<file path="src/rtl/aclk_pkg.sv">
// Shared key codes, FSM state encodings, alarm-time payload and BCD time check
// for the alarm-clock entry block.
package aclk_pkg;

   localparam int unsigned DIGIT_W             = 4;
   localparam int unsigned STATE_W             = 2;
   localparam int unsigned TIMEOUT_SEC_DEFAULT = 10;

   localparam logic [DIGIT_W-1:0] KEY_ALARM = 4'hA;
   localparam logic [DIGIT_W-1:0] KEY_CLEAR = 4'hC;

   typedef logic [STATE_W-1:0] state_t;

   localparam state_t ST_IDLE  = 2'd0;
   localparam state_t ST_ENTRY = 2'd1;
   localparam state_t ST_LOAD  = 2'd2;

   typedef struct packed {
      logic [DIGIT_W-1:0] ms_hr;
      logic [DIGIT_W-1:0] ls_hr;
      logic [DIGIT_W-1:0] ms_min;
      logic [DIGIT_W-1:0] ls_min;
   } alarm_time_t;

   // 24-hour HH:MM sanity check on the four BCD digits
   function automatic logic time_valid(input alarm_time_t t);
      return (t.ms_hr <= 4'd2) && (t.ls_hr <= 4'd9) &&
             !((t.ms_hr == 4'd2) && (t.ls_hr > 4'd3)) &&
             (t.ms_min <= 4'd5) && (t.ls_min <= 4'd9);
   endfunction

endpackage

</file>
<file path="src/rtl/aclk_entry_timer.sv">
// Inactivity timer for alarm entry: counts enabled ticks and flags the tick
// that would reach TIMEOUT_SEC; clear has priority over counting.
module aclk_entry_timer
   import aclk_pkg::*;
#(
   parameter int unsigned TIMEOUT_SEC = TIMEOUT_SEC_DEFAULT
) (
   input  logic clock,
   input  logic reset,
   input  logic clear,
   input  logic enable,
   input  logic tick,
   output logic expired
);

   localparam int unsigned CNT_W = (TIMEOUT_SEC > 1) ? $clog2(TIMEOUT_SEC) : 1;
   localparam logic [CNT_W-1:0] LAST = CNT_W'(TIMEOUT_SEC - 1);

   logic [CNT_W-1:0] count_q;

   // Expiry is flagged on the tick itself so the FSM can leave in the same cycle
   assign expired = enable && tick && (count_q == LAST);

   always_ff @(posedge clock or negedge reset) begin
      if (!reset) begin
         count_q <= '0;
      end else if (clear) begin
         count_q <= '0;
      end else if (enable && tick) begin
         count_q <= expired ? '0 : count_q + CNT_W'(1);
      end
   end

endmodule

</file>
<file path="src/rtl/auto_alarm_entry.sv">
// Keypad alarm-time entry FSM (IDLE/ENTRY/LOAD) with inactivity timeout.
// Define ACLK_ENTRY_VALIDATE_EN to reject out-of-range times with entry_error.
module auto_alarm_entry
   import aclk_pkg::*;
#(
   parameter int unsigned TIMEOUT_SEC = TIMEOUT_SEC_DEFAULT
) (
   input  logic       clock,
   input  logic       reset,
   input  logic       one_second,
   input  logic       key_valid,
   input  logic [3:0] key,
   output logic [3:0] new_alarm_ms_hr,
   output logic [3:0] new_alarm_ls_hr,
   output logic [3:0] new_alarm_ms_min,
   output logic [3:0] new_alarm_ls_min,
   output logic       load_new_alarm,
   output logic       entry_active,
   output logic       entry_error
);

   state_t      state_q, state_d;
   alarm_time_t digits_q, digits_d;
   logic        error_d;
   logic        timer_clear_c;
   logic        timer_enable_c;
   logic        expired_c;
   logic        is_digit_c;
   logic        time_ok_c;

   assign is_digit_c     = (key <= 4'd9);
   assign timer_enable_c = (state_q == ST_ENTRY);

`ifdef ACLK_ENTRY_VALIDATE_EN
   assign time_ok_c = time_valid(digits_q);
`else
   assign time_ok_c = 1'b1;
`endif

   aclk_entry_timer #(
      .TIMEOUT_SEC (TIMEOUT_SEC)
   ) u_timer (
      .clock   (clock),
      .reset   (reset),
      .clear   (timer_clear_c),
      .enable  (timer_enable_c),
      .tick    (one_second),
      .expired (expired_c)
   );

   // Next-state, digit shifter and timer restart; a key beats a same-cycle expiry
   always_comb begin
      state_d       = state_q;
      digits_d      = digits_q;
      error_d       = 1'b0;
      timer_clear_c = 1'b1;
      case (state_q)
         ST_IDLE: begin
            if (key_valid && is_digit_c) begin
               digits_d        = '0;
               digits_d.ls_min = key;
               state_d         = ST_ENTRY;
            end
         end
         ST_ENTRY: begin
            timer_clear_c = 1'b0;
            if (key_valid && is_digit_c) begin
               digits_d.ms_hr  = digits_q.ls_hr;
               digits_d.ls_hr  = digits_q.ms_min;
               digits_d.ms_min = digits_q.ls_min;
               digits_d.ls_min = key;
               timer_clear_c   = 1'b1;
            end else if (key_valid && (key == KEY_CLEAR)) begin
               digits_d      = '0;
               timer_clear_c = 1'b1;
            end else if (key_valid && (key == KEY_ALARM)) begin
               timer_clear_c = 1'b1;
               if (time_ok_c) begin
                  state_d = ST_LOAD;
               end else begin
                  state_d = ST_IDLE;
                  error_d = 1'b1;
               end
            end else if (expired_c) begin
               state_d  = ST_IDLE;
               digits_d = '0;
            end
         end
         ST_LOAD: begin
            state_d = ST_IDLE;
         end
         default: begin
            state_d = ST_IDLE;
         end
      endcase
   end

   // Status outputs are registered from the next state so they align with it
   always_ff @(posedge clock or negedge reset) begin
      if (!reset) begin
         state_q        <= ST_IDLE;
         digits_q       <= '0;
         load_new_alarm <= 1'b0;
         entry_active   <= 1'b0;
         entry_error    <= 1'b0;
      end else begin
         state_q        <= state_d;
         digits_q       <= digits_d;
         load_new_alarm <= (state_d == ST_LOAD);
         entry_active   <= (state_d == ST_ENTRY);
         entry_error    <= error_d;
      end
   end

   assign new_alarm_ms_hr  = digits_q.ms_hr;
   assign new_alarm_ls_hr  = digits_q.ls_hr;
   assign new_alarm_ms_min = digits_q.ms_min;
   assign new_alarm_ls_min = digits_q.ls_min;

endmodule
</file>
<file path="config.mk">
export PLATFORM = sky130hd
export DESIGN_NAME = auto_alarm_entry
export DESIGN_NICKNAME = d
export VERILOG_FILES = /design/src/rtl/aclk_pkg.sv /design/src/rtl/aclk_entry_timer.sv /design/src/rtl/auto_alarm_entry.sv
export SDC_FILE = /design/constraint.sdc
export NUM_CORES = 1
export LEC_CHECK = 0
export BUFFER_PORTS_ARGS = -buffer_cell sky130_fd_sc_hd__buf_2
export CORE_ASPECT_RATIO = 0.75
export CORE_MARGIN = 2
export CORE_UTILIZATION = 47
export CTS_CLUSTER_SIZE = 8
export DETAILED_ROUTE_END_ITERATION = 8
export PLACE_DENSITY = 0.7
export SETUP_SLACK_MARGIN = 0.3
export SLEW_MARGIN = 20
export SYNTH_ARGS = -nofsm -noshare
export SYNTH_HDL_FRONTEND = slang
export SYNTH_SLANG_ARGS = --single-unit
</file>
<file path="constraint.sdc">
create_clock -name clock -period 2.2 [get_ports clock]
set_clock_uncertainty 0.2 [all_clocks]
set_input_delay 0.66 -clock clock [delete_from_list [all_inputs] [get_ports clock]]
set_output_delay 0.66 -clock clock [all_outputs]
set_load 0.005 [all_outputs]
</file>
==> run metrics, run 1 <==
status completed; Initial Utilization 48.9%; total gr overflow 0; cts hold-fix bufs 0; Yosys top cell by area dfrtp_1; CTS tree built; worst slew pin tran 0.521 ns; register area 601 um^2; post-synthesis sequential area ratio 54.5%; clock-pin slew on the worst setup and hold paths 0.13 ns; IO buf count 25; P_leak 0.715 nW; Crit path max-delay family compound AO/OA/AOI/OAI gates; later-pin clock latency in the skew report 0.32 ns; Critical-path top delay cell a211oi_4; antenna violations before repair 0; final slew viol count 0; max-cap viol count 0; die area 2750 um^2; synthesized net count 100; largest net degree at the start of global routing 25; Total Power 0.00109 W; Tcrit/Tclk final 87.1%; Yosys top cell area share 54.5%; total routed wirelength 2120 um; Slew HR 65.2%; Synth area leaders dfrtp_1, a22o_1, mux2_2; Cell Area, Synth 1100 um^2; Yosys cell types 32; GRT Max-Usage Layer met1; post-placement cell count 140; non-filler cells, final 150; Crit path depth 4; YS warnings 0; P per Cell Area 776 nW/um^2; clock network power share 29.2%; Crit Path Class in -> reg; IO Count 27; Finish-stage setup viols 0; DR vias 826; via count of the first global-routing pass 704; Worst setup EP type flop; Ant. Diodes 0; met1 global-route usage 23.6%; unrepaired setup endpoints after global routing true; CTS Buffer Depth 2; Multi-input gate area 498 um^2; Max Clk Rate 522 MHz; layout net count 136; routability congestion estimate 0.774; CORE AREA 2250 um^2; worst min path class in -> async; critical path required time 2.22 ns; Net Sw Frac 25.8%; Std-Cell Rows 15; slowest cell delay on critical path 0.49 ns; Initial DRT Pass Iterations 4; HPWL Detailed 1500 um; CTS Sinks 24; Die Ht 45.9 um; Syn Inst Count 90; GRT Overall Usage 16.1%; R2R Setup Slk 0.30 ns; Switch Pwr 0.000282 W; maximum fanout along the worst path 6; WL/cell 14.1 um; crit-path cells buf_2, nand4b_1, a211oi_4, mux2_2; setup_tns 0 ns; Critical Path End new_alarm_ls_min[2]$_DFFE_PN0P_; Final ANT Viol Nets 0; final hold violation count 0; crit path time final 1.92 ns; Synth Register Bits 24; DRT iter0 DRCs 31; DRC 0; routing usage on met2 23.3%; fill count 181; reg2reg start u_timer.count_q[0]$_DFFE_PN0P_; Sequential Power Share 49.6%; hold_ws 0.0937 ns; first-pass GRT wire length 3220 um; H-tree lvl count 1; R2R Path End new_alarm_ls_min[2]$_DFFE_PN0P_; layout cells sized above 1 42.4%; CP arrival 1.93 ns; Comb power frac 21.2%; Internal 0.000812 W; Syn Area/Cell 12.2 um^2; Syn-to-layout area delta 28.1%; die width 59.9 um; M3 GR Usage 5.40%; worst path bufs/invs 1; crit path launch type input port; reg2reg path depth 5; worst vdd ir 0.000478 V; vias per inst 5.51; Root Buffer Master clkbuf_4; CTS buffer count 3; Setup crit start key[0]
==> per-layer routing <==
layer | part of all wire (%) | vias to the layer above
met2 | 44 | 28
li1 | - | 397
met5 | 0 | -
met1 | 49 | 399
met3 | 5.6 | 2
met4 | 1.2 | 0
==> layout make-up <==
cell class | count | share of cell area [%]
Clock buffer | 3 | 1.60
Clock inverter | 1 | 2.13
Inverter | 3 | 0.799
Multi-Input combinational cell | 59 | 35.3
Sequential cell | 24 | 42.6
Tap cell | 25 | 2.22
Timing Repair Buffer | 35 | 15.4
==> Yosys cell counts, drive strengths merged <==
cell type,count
nand4bb,1
buf,4
nand4b,2
or3b,1
o21ai,2
a21oi,5
xor2,2
a211oi,2
nand4,1
a22o,12
or2,1
ha,2
and2,1
o21bai,2
nor4bb,1
nand2b,2
nor3,4
nor2,5
nor2b,4
conb,1
and3b,1
inv,3
dfrtp,24
nand2,1
nand3b,1
o31a,1
mux2,4
==> how the worst min path moves through the flow <==
| stage | from | cells past startpoint | to |
|---|---|---|---|
| after floorplan | reset | 0 | entry_active$_DFF_PN0_ |
| after global placement | new_alarm_ms_hr[0]$_DFFE_PN0P_ | 1 | new_alarm_ms_hr[0]$_DFFE_PN0P_ |
| after detailed placement | new_alarm_ms_hr[2]$_DFFE_PN0P_ | 1 | new_alarm_ms_hr[2]$_DFFE_PN0P_ |
| after CTS | reset | 1 | load_new_alarm$_DFF_PN0_ |
| after global routing | reset | 1 | new_alarm_ms_hr[1]$_DFFE_PN0P_ |
| final | reset | 1 | u_timer.count_q[0]$_DFFE_PN0P_ |
==> placed cells by master, fill, tap and decap left out, types with 2 or more instances in the layout <==
cell	Yosys	layout
a21oi_1	5	5
buf_2	2	25
a211oi_4	1	2
inv_1	3	2
clkbuf_4	0	3
xor2_1	2	2
o21bai_1	2	2
nor2b_1	4	4
mux2_2	4	3
dfrtp_1	24	24
buf_4	1	8
nor3_1	4	4
nor2_1	5	4
a22o_1	12	12
==> registers in the layout, summed over array words and instances, names as in the netlist <==
register	flops
state_q	2
load_new_alarm	1
u_timer.count_q	4
entry_active	1
new_alarm_ms_hr	4
new_alarm_ls_hr	4
new_alarm_ms_min	4
new_alarm_ls_min	4
==> power by group through the flow <==
stage	sequential, W	combinational (W)	clock [W]
2_1_floorplan	0.000550	0.000105	0
3_3_place_gp	0.000550	0.000196	0
3_5_place_dp	0.000553	0.000201	0
4_1_cts	0.000541	0.000215	0.000325
5_1_grt	0.000550	0.000259	0.000350
6_report	0.000543	0.000232	0.000320
==> what timing repair did <==
action / 4_1_cts / 5_1_grt
setup endpoints to repair: 16 / 16
resized for setup: 2 / 8
endpoints found under the hold margin: 0 / 0
buffers inserted: 2 / 3
cloned: 0 / 1
pin swaps: 2 / 2
==> logic make-up after synthesis <==
kind of cell               count (synthesis)  synth area share [%]
adders and majority gates                  2                  2.27
muxes                                      4                  4.09
AOI/OAI and AO/OA                         24                  17.8
and+or+nand+nor                           26                  15.7
xor gates and xnor gates                   2                  1.59
DFF                                       24                  54.5
other                                      1                 0.341
buffers and inverters                      7                  3.64
==> metrics by stage <==
step | area, um^2 | utilization, % | setup slack (ns)
6_report | 1410 | 62.6 | 0.283
5_1_grt | 1410 | 62.6 | 0.241
4_1_cts | 1360 | 60.2 | 0.291
3_5_place_dp | 1270 | 56.4 | 0.0488
3_3_place_gp | 1270 | 56.4 | 0.0780
2_1_floorplan | 1100 | - | 0.180
(Power assumes the default switching activity.)
==> run 2: changes to the inputs <==
- SYNTH_HIERARCHICAL: not set -> 1
==> run 2 against run 1 <==
Compared with the run above: cell area up 9.2%; largest cell class unchanged; maximum frequency down 13%; area after synthesis up 1.2%; largest power group unchanged; total power up 3.9%; non-clock buffer count up 14; register-to-register slack worse by 0.31 ns; first-iteration DRC count down 9.7%; the run now ends with negative setup slack left; global-route usage up 3.4 points; count of clock-buffer cells in the layout unchanged; worst setup slack worse by 0.30 ns; sequential power up 3%; critical path type is now reg -> reg.
==> run metrics, run 2 <==
YS warnings 6; cts hold-fix bufs 0; Ant. Diodes 0; crit path launch type flop; Comb power frac 23.4%; final hold violation count 0; M3 GR Usage 5.34%; CTS Buffer Depth 2; Placement Cell Area 1350 um^2; Worst setup EP type flop; die width 60.2 um; post-synthesis sequential area ratio 53.9%; Root Buffer Master clkbuf_4; Crit Path Class reg -> reg; P_leak 0.798 nW; Yosys top cell area share 53.9%; met1 global-route usage 25.4%; H-tree lvl count 1; Syn Inst Count 103; Total Power 0.00114 W; via count of the first global-routing pass 872; Synth Register Bits 24; Synth async-reset ratio 100%; post-placement cell count 171; CTS tree built; largest net degree at the start of global routing 25; unrepaired setup endpoints after global routing true; P per Cell Area 738 nW/um^2; worst slew pin tran 0.818 ns; CORE AREA 2270 um^2; Critical Path End new_alarm_ls_hr[1]$_DFFE_PN0P_; Final Instance Area 1540 um^2; Setup crit start u_timer/count_q[1]$_DFFE_PN0P_; layout net count 162; Max Clk Rate 452 MHz; DRC 0; total routed wirelength 2470 um; clock network power share 27.5%; Std-Cell Rows 15; Slew HR 45.3%; Sequential Power Share 49.1%; status finished, violations left; CTS Sinks 24; synthesized net count 113; commonest non-fill, non-tap cell in the layout buf_2; Post-synth top flop dfrtp_1; Yosys top cell by area dfrtp_1; DR vias 946; Internal 0.000836 W; first-pass GRT wire length 3920 um; Synth area leaders dfrtp_1, a22o_1, mux2i_1; maximum fanout along the worst path 8; Die Ht 46.2 um; die area 2780 um^2; Finish-stage setup viols 1; routing usage on met2 32.8%; max-cap viol count 0; clock-pin slew on the worst setup and hold paths 0.13 ns; Switch Pwr 0.000301 W; worst vdd ir 0.000507 V; Tcrit/Tclk final 101%; R2R Path End new_alarm_ls_hr[1]$_DFFE_PN0P_; crit path time final 2.21 ns; CP arrival 2.23 ns; layout cells sized above 1 42.4%; IO buf count 25; Final ANT Viol Nets 0; reg2reg path depth 8; GRT Overall Usage 19.5%; Yosys cell types 30; Post-synth EDFFs 0; total gr overflow 0; Syn-to-layout area delta 38.2%; Initial Utilization 49.1%; top cells by count, synth dfrtp_1, nand2_1, a22o_1; CTS buffer count 3; failing checks negative setup slack; final slew viol count 0; WL/cell 13.3 um; Initial DRT Pass Iterations 4; DRT iter0 DRCs 28; most frequent cells in the layout buf_2, dfrtp_1, buf_4, nand2_1, a22o_1; non-filler cells, final 185; vias per inst 5.11; reg2reg start u_timer/count_q[1]$_DFFE_PN0P_; R2R Setup Slk -0.01 ns; setup_tns -0.0143 ns; critical path required time 2.22 ns; most common cell in the synthesized netlist dfrtp_1; IO Count 27; hold_ws 0.106 ns; routability congestion estimate 0.849; GRT Max-Usage Layer met2; antenna violations before repair 0; Net Sw Frac 26.5%; Cell Area, Synth 1110 um^2; worst min path class in -> async; Syn Area/Cell 10.8 um^2; final worst setup slack -0.0143 ns; HPWL Detailed 1650 um; later-pin clock latency in the skew report 0.31 ns
[run 2: worst min-delay path by stage]
stage | endpoint | slack [ns] | cells past startpoint
5_1_grt | u_timer/count_q[1]$_DFFE_PN0P_ | 0.13 | 1
3_3_place_gp | new_alarm_ms_hr[1]$_DFFE_PN0P_ | 0.28 | 1
4_1_cts | u_timer/count_q[2]$_DFFE_PN0P_ | 0.12 | 1
6_report | u_timer/count_q[1]$_DFFE_PN0P_ | 0.11 | 1
3_5_place_dp | new_alarm_ms_hr[1]$_DFFE_PN0P_ | 0.28 | 1
2_1_floorplan | entry_active$_DFF_PN0_ | 0.16 | 0
[run 2: final cells by class]
| class | count | area, um^2 |
|---|---|---|
| repair buffers | 49 | 339 |
| inverters | 6 | 22.5 |
| clock inverters | 1 | 30.0 |
| clock buffers | 3 | 22.5 |
| well taps | 34 | 42.5 |
| flip-flops and latches | 24 | 601 |
| multi-input cells | 68 | 483 |
| fillers | 185 | 731 |
[run 2: repair_timing]
action | 4_1_cts | 5_1_grt
pin swaps | 8 | 5
setup buffers | 9 | 0
gates resized for setup | 4 | 11
cloned | 1 | 0
endpoints found under the setup margin | 16 | 17
[run 2: power groups by stage]
stage | sequential, W | clock (W) | combinational, W
global placement | 0.000563 | 0 | 0.000238
global route | 0.000566 | 0.000342 | 0.000299
CTS | 0.000558 | 0.000321 | 0.000263
floorplan | 0.000568 | 0 | 0.000123
detailed placement | 0.000565 | 0 | 0.000248
finish | 0.000559 | 0.000313 | 0.000266
[run 2: metrics by stage]
step | setup WS (ns) | utilization [%]
finish | -0.0143 | 67.8
global route | -0.0726 | 67.8
CTS | 0.0274 | 65.9
detailed placement | -0.0953 | 59.6
global placement | -0.0467 | 59.6
floorplan | 0.0158 | -
[run 2: routing by layer]
metal	routed length, um	up-vias
li1	-	462
met4	21	0
met1	1120	446
met2	1140	36
met3	182	2
met5	0	-
[run 2: critical path: stages, from the launching register on]
cell and delay, ns:
dfrtp_1 0.40, inv_1 0.06, ha_2 0.18, nand3b_1 0.13, nor2_2 0.21, nor3_2 0.05, or4_4 0.51, buf_6 0.16
a22o_4 0.21
[run 2: cell families after synthesis]
kind of cell,Yosys count,share of synthesized area (%)
buffers and inverters,11,6.40
AOI/OAI and AO/OA,26,16.8
DFF,24,53.9
other,1,0.336
muxes,5,4.49
adders and majority gates,3,3.14
and+or+nand+nor,33,14.9
